$ cat config.mk
export PLATFORM = sky130hd
export DESIGN_NAME = axi4_lite_slave
export DESIGN_NICKNAME = d
export VERILOG_FILES = /design/src/rtl/axi4_lite_slave.sv
export SDC_FILE = /design/constraint.sdc
export NUM_CORES = 1
export LEC_CHECK = 0
export CORE_MARGIN = 5
export CORE_UTILIZATION = 56
export DETAILED_ROUTE_END_ITERATION = 6
export PLACE_DENSITY = 0.83
export REMOVE_ABC_BUFFERS = 1
export SLEW_MARGIN = 25
export SYNTH_ARGS = -nofsm -noshare
export SYNTH_HDL_FRONTEND = slang
export SYNTH_SLANG_ARGS = --single-unit
$ cat constraint.sdc
create_clock -name ACLK -period 2.9 [get_ports ACLK]
set_input_delay 0.435 -clock ACLK [delete_from_list [all_inputs] [get_ports ACLK]]
set_output_delay 0.435 -clock ACLK [all_outputs]
set_load 0.02 [all_outputs]
$ cat src/rtl/axi4_lite_slave.sv
// ---------------------------------------------------------------------------
// axi4_lite_slave
//
// AXI4-Lite register-file slave holding NUM_REGS registers of DATA_WIDTH bits.
// Write address and write data are accepted independently, in either order,
// and the write commits once both are held. Reads use a two-state FSM with
// one cycle of latency. Out-of-range accesses return SLVERR. A read out of
// range returns zero data.
//
// Parameters
//   ADDRESS_WIDTH : byte-address width
//   DATA_WIDTH    : data width (multiple of 8)
//   NUM_REGS      : number of registers (power of 2, >= 2)
//
// Ports
//   ACLK, ARESET                         clock, synchronous active-high reset
//   S_AXI_AW{ADDR,VALID,READY}           write-address channel
//   S_AXI_W{DATA,STRB,VALID,READY}       write-data channel
//   S_AXI_B{RESP,VALID,READY}            write-response channel
//   S_AXI_AR{ADDR,VALID,READY}           read-address channel
//   S_AXI_R{DATA,RESP,VALID,READY}       read-data channel
// ---------------------------------------------------------------------------
module axi4_lite_slave #(
    parameter int unsigned ADDRESS_WIDTH = 32,
    parameter int unsigned DATA_WIDTH    = 32,
    parameter int unsigned NUM_REGS      = 8
) (
    input  logic                      ACLK,
    input  logic                      ARESET,

    input  logic [ADDRESS_WIDTH-1:0]  S_AXI_AWADDR,
    input  logic                      S_AXI_AWVALID,
    output logic                      S_AXI_AWREADY,

    input  logic [DATA_WIDTH-1:0]     S_AXI_WDATA,
    input  logic [DATA_WIDTH/8-1:0]   S_AXI_WSTRB,
    input  logic                      S_AXI_WVALID,
    output logic                      S_AXI_WREADY,

    output logic [1:0]                S_AXI_BRESP,
    output logic                      S_AXI_BVALID,
    input  logic                      S_AXI_BREADY,

    input  logic [ADDRESS_WIDTH-1:0]  S_AXI_ARADDR,
    input  logic                      S_AXI_ARVALID,
    output logic                      S_AXI_ARREADY,

    output logic [DATA_WIDTH-1:0]     S_AXI_RDATA,
    output logic [1:0]                S_AXI_RRESP,
    output logic                      S_AXI_RVALID,
    input  logic                      S_AXI_RREADY
);

    localparam int unsigned STRB_W = DATA_WIDTH / 8;
    localparam int unsigned IDX_W  = $clog2(NUM_REGS);

    localparam logic [1:0] RESP_OKAY   = 2'b00;
    localparam logic [1:0] RESP_SLVERR = 2'b10;

    typedef enum logic {
        R_IDLE,
        R_DATA
    } r_state_t;

    // Register file
    logic [DATA_WIDTH-1:0]    regs [NUM_REGS];

    // Write-path holding registers
    logic                     aw_held;
    logic [ADDRESS_WIDTH-1:0] aw_addr_q;
    logic                     w_held;
    logic [DATA_WIDTH-1:0]    w_data_q;
    logic [STRB_W-1:0]        w_strb_q;
    logic                     bvalid_q;
    logic [1:0]               bresp_q;

    // Read-path state
    r_state_t                 r_state;
    logic [DATA_WIDTH-1:0]    rdata_q;
    logic [1:0]               rresp_q;

    // Write-path decode
    logic                     aw_hs;
    logic                     w_hs;
    logic                     commit;
    logic [ADDRESS_WIDTH-1:0] wr_addr;
    logic [ADDRESS_WIDTH-1:0] wr_word;
    logic [DATA_WIDTH-1:0]    wr_data;
    logic [STRB_W-1:0]        wr_strb;
    logic [IDX_W-1:0]         wr_idx;
    logic                     wr_oor;

    // Read-path decode
    logic                     ar_hs;
    logic [ADDRESS_WIDTH-1:0] rd_word;
    logic [IDX_W-1:0]         rd_idx;
    logic                     rd_oor;

    // All handshake outputs come straight from registered state.
    assign S_AXI_AWREADY = ~aw_held & ~bvalid_q;
    assign S_AXI_WREADY  = ~w_held  & ~bvalid_q;
    assign S_AXI_BVALID  = bvalid_q;
    assign S_AXI_BRESP   = bresp_q;
    assign S_AXI_ARREADY = (r_state == R_IDLE);
    assign S_AXI_RVALID  = (r_state == R_DATA);
    assign S_AXI_RDATA   = rdata_q;
    assign S_AXI_RRESP   = rresp_q;

    always_comb begin
        aw_hs   = S_AXI_AWVALID & S_AXI_AWREADY;
        w_hs    = S_AXI_WVALID  & S_AXI_WREADY;

        // Use the captured half of the transaction if one is already held,
        // otherwise the live channel that is handshaking this cycle.
        wr_addr = aw_held ? aw_addr_q : S_AXI_AWADDR;
        wr_data = w_held  ? w_data_q  : S_AXI_WDATA;
        wr_strb = w_held  ? w_strb_q  : S_AXI_WSTRB;

        // Commit on the edge where the second half becomes available.
        commit  = (aw_held | aw_hs) & (w_held | w_hs) & ~bvalid_q;

        // Word addressing: low two byte-offset bits are dropped; any set bit
        // above the index field places the access out of range.
        wr_word = wr_addr >> 2;
        wr_idx  = wr_word[IDX_W-1:0];
        wr_oor  = |wr_word[ADDRESS_WIDTH-1:IDX_W];

        ar_hs   = S_AXI_ARVALID & S_AXI_ARREADY;
        rd_word = S_AXI_ARADDR >> 2;
        rd_idx  = rd_word[IDX_W-1:0];
        rd_oor  = |rd_word[ADDRESS_WIDTH-1:IDX_W];
    end

    // Write path and register file
    always_ff @(posedge ACLK) begin
        if (ARESET) begin
            for (int unsigned r = 0; r < NUM_REGS; r++) begin
                regs[r] <= '0;
            end
            aw_held   <= 1'b0;
            aw_addr_q <= '0;
            w_held    <= 1'b0;
            w_data_q  <= '0;
            w_strb_q  <= '0;
            bvalid_q  <= 1'b0;
            bresp_q   <= RESP_OKAY;
        end else begin
            if (aw_hs) begin
                aw_held   <= 1'b1;
                aw_addr_q <= S_AXI_AWADDR;
            end
            if (w_hs) begin
                w_held   <= 1'b1;
                w_data_q <= S_AXI_WDATA;
                w_strb_q <= S_AXI_WSTRB;
            end

            if (commit) begin
                bvalid_q <= 1'b1;
                bresp_q  <= wr_oor ? RESP_SLVERR : RESP_OKAY;
                if (!wr_oor) begin
                    for (int unsigned i = 0; i < STRB_W; i++) begin
                        if (wr_strb[i]) begin
                            regs[wr_idx][8*i +: 8] <= wr_data[8*i +: 8];
                        end
                    end
                end
            end else if (bvalid_q && S_AXI_BREADY) begin
                // Holding flags stay set through the response so that both
                // READYs remain low until the response has been taken.
                bvalid_q <= 1'b0;
                bresp_q  <= RESP_OKAY;
                aw_held  <= 1'b0;
                w_held   <= 1'b0;
            end
        end
    end

    // Read path FSM; sampling regs here with non-blocking semantics returns
    // the pre-write value when a write commits on the same edge.
    always_ff @(posedge ACLK) begin
        if (ARESET) begin
            r_state <= R_IDLE;
            rdata_q <= '0;
            rresp_q <= RESP_OKAY;
        end else begin
            case (r_state)
                R_IDLE: begin
                    if (ar_hs) begin
                        r_state <= R_DATA;
                        rdata_q <= rd_oor ? '0 : regs[rd_idx];
                        rresp_q <= rd_oor ? RESP_SLVERR : RESP_OKAY;
                    end
                end
                R_DATA: begin
                    if (S_AXI_RREADY) begin
                        r_state <= R_IDLE;
                        rdata_q <= '0;
                        rresp_q <= RESP_OKAY;
                    end
                end
                default: begin
                    r_state <= R_IDLE;
                    rdata_q <= '0;
                    rresp_q <= RESP_OKAY;
                end
            endcase
        end
    end

endmodule

==> metrics <==
CTS tree done; row cnt 62; leakage power 6.42 nW; Synth cell types between 40 and 50; Antenna Cells 0; register area share after synthesis between 60% and 70%; Min Clock Period, post-route around 2600 ps; Hold Path Class reg -> reg; Area after DPL approximately 18000 um^2; critical path class reg -> reg; pwr/cell area around 590 nW/um^2; Arrival @ worst endpoint about 2800 ps; clock network power share between 30% and 40%; Hold-fix buffers, CTS 0; max incr delay on CP roughly 640 ps; Overall Global Routing Usage between 20% and 30%; die area about 33000 um^2; Setup WS pre-CTS -63.8 ps; Crit-path slowest cell dfxtp_1; worst hold stages 2; clk_skew between 10 and 15 ps; 1st-iter DRT viols 1179; Slew @ Worst Pin about 920 ps; First-pass DRT Iterations 5; post-synthesis cell count roughly 1300; area growth from synthesis to layout 20.1%; total power 11.5 mW; Max Fclk 381 MHz; worst hold-check slack 447 ps; Placed Cells incl. Taps ~1800; CP cell instances buf_4 > mux2i_2 > o2111ai_2 > o21bai_4 > o31ai_1 > buf_4; share of cells above drive strength 1 18.4%; Synth Cell Area 16300 um^2; switching power around 2.7 mW; drc violations 0; H-tree depth 2; FF+latch count, synth 360; Critical Path End regs[1][17]; Crit path top cell by count buf_4; Final Hold Viols 0; count of port buffers added during placement ~140; GRT Max-Usage Layer met2; Vias/cell 6.33; largest net degree at the start of global routing between 60 and 70; headroom to the max-slew limit between 30% and 40%; Inserted Clock Buffers 36; RSZ-0062 raised after global routing false; grt met2 use around 45%; RePlAce Congestion 0.799; logic gate share of total power 10.6%; chip height between 150 and 200 um; r2r worst-path depth 6; Sw Ratio 23.4%; worst vdd ir slightly below 0.4 mV; Internal a little under 9 mW; Nets ~1600; Final Non-Filler Cells roughly 1900; clk_lat worst skew 510 ps; syn_area_per_cell 12.2 um^2; antenna violations before repair 0; Starting Density between 50% and 60%; Die Span X about 180 um; final worst-path setup slack between 200 and 300 ps; Max clock buf depth 3; post-synthesis async set-or-reset flop share 0%; final period utilization about nine tenths; first-pass GRT wire length 66900 um; fillcell total approximately 2000; Post-CTS Resized 0; worst r2r src aw_held; reg-to-reg endpoint regs[1][17]; Ports between 100 and 150; CTS sink count between 300 and 400; antenna-violating nets left 0; number of global-route vias before repair around 12000; YS warnings 0; Post-CTS Setup Inserts 0; maxcap violations 0; final instance area 19500 um^2; sequential share of power approximately half; CTS Root Cell clkbuf_16; DPL Wire Length ~27000 um; GR Overflow Total 0; final slew viol count 0; Final setup viols 0; clk slew on worst S/H paths about 60 ps; via count approximately 12000; CP required roughly 3100 ps; CP Launch Point aw_held; total core area around 29000 um^2; Max FO, Critical Path 14; met3 usage under 10%; most frequently used flop master after synthesis edfxtp_1; Crit. End Element flop; WL/cell ~22 um; r2r setup slk 280 ps; met1 Use GR between 30% and 40%; final wirelength roughly 42000 um; Post-synth EDFFs 256; status finished, final reports clean; critical path launch point type flop; setup TNS 0 ps; Core Util, Final about two thirds
cell families (layout without fill, tap and decap cells):
group / count (synthesis) / after routing / synth area share, %
and+or+nand+nor: 511 / 511 / 15.6
muxes: 134 / 134 / 13.5
other: 1 / 2 / 0.0231
DFF: 360 / 360 / 60.1
AOI/OAI and AO/OA: 201 / 201 / 7.55
buffers and inverters: 123 / 294 / 3.29
synth_stat cells, types with 3 or more instances:
master | number | area share (%)
nor4_1 | 11 | 0.42
inv_1 | 3 | 0.069
edfxtp_1 | 256 | 47
o21bai_1 | 8 | 0.37
dfxtp_1 | 104 | 13
or3_1 | 34 | 1.3
a21oi_1 | 103 | 3.2
mux2i_1 | 32 | 2.0
mux4_2 | 64 | 8.9
o31ai_1 | 5 | 0.23
clkbuf_1 | 71 | 1.6
mux2_2 | 37 | 2.6
o21ai_1 | 26 | 0.80
o2111ai_1 | 5 | 0.27
o2111ai_2 | 4 | 0.37
buf_4 | 5 | 0.23
nand2_1 | 170 | 3.9
buf_2 | 37 | 1.1
and3b_1 | 3 | 0.16
nor3b_1 | 26 | 1.2
o21ai_2 | 10 | 0.54
nor3_1 | 234 | 7.2
buf_1 | 6 | 0.14
nor3_2 | 3 | 0.18
o21ai_0 | 28 | 0.86
nor2_1 | 14 | 0.32
o221ai_2 | 4 | 0.37
worst min-delay path by stage:
| stage | to | slack (ps) | from |
|---|---|---|---|
| after global placement | w_data_q[28] | 440 | w_data_q[28] |
| after global routing | S_AXI_RDATA[4] | 460 | S_AXI_RDATA[4] |
| after floorplan | aw_addr_q[16] | 430 | aw_addr_q[16] |
| after CTS | S_AXI_RDATA[4] | 450 | S_AXI_RDATA[4] |
| final | S_AXI_RDATA[4] | 450 | S_AXI_RDATA[4] |
| after detailed placement | w_data_q[10] | 440 | w_data_q[10] |
layout make-up:
cell class	count	area, um^2	share of cell area, %
tap	384	480	2.46
multi-input combinational	848	6040	31.0
clock buffer	48	987	5.06
clock inverter	16	125	0.641
inverter	3	11.3	0.0577
sequential	360	9770	50.0
timing repair buffer	227	2100	10.8
power groups by stage:
| stage | sequential, mW | clock (mW) | combinational, mW |
|---|---|---|---|
| 5_1_grt | 5.79 | 4.74 | 1.30 |
| 2_1_floorplan | 5.86 | 0 | 0.603 |
| 6_report | 5.77 | 4.47 | 1.21 |
| 3_5_place_dp | 5.88 | 0 | 1.19 |
| 3_3_place_gp | 5.86 | 0 | 1.16 |
| 4_1_cts | 5.77 | 4.50 | 1.21 |
state kept, by name, indices dropped and copies added (netlist names):
name	count
regs	256
S_AXI_RDATA	32
w_data_q	32
aw_addr_q	30
w_strb_q	4
S_AXI_BRESP	1
S_AXI_BVALID	1
S_AXI_RRESP	1
S_AXI_RVALID	1
aw_held	1
w_held	1
placed cells by master, fill, tap and decap left out, types with 9 or more instances in the layout:
cell type,instances
clkbuf_16,37
o21ai_0,28
nor3b_1,26
nor2_1,14
or3_1,34
a21oi_1,102
o21ai_1,26
clkdlybuf4s50_1,137
nor3_1,234
o2111ai_2,9
mux2_2,37
mux2i_1,32
nor4_1,11
edfxtp_1,256
buf_4,83
dfxtp_1,103
o21ai_2,10
nand2_1,170
mux4_2,64
clkbuf_1,9
worst max-delay path: cells and delay by family, from the launching register on:
family	cells	cell delay, ps
AO/OA/AOI/OAI	3	820
flip-flops	1	640
buffers and inverters	2	520
multiplexers	1	350
metal layers:
layer,wire length [um],vias up,share of wire [%]
met1,14900,5797,35
met2,21600,685,51
met4,1370,0,3.2
met5,0,-,0
li1,-,5331,-
met3,4270,134,10
No activity file was read; power rests on OpenSTA's default activity.
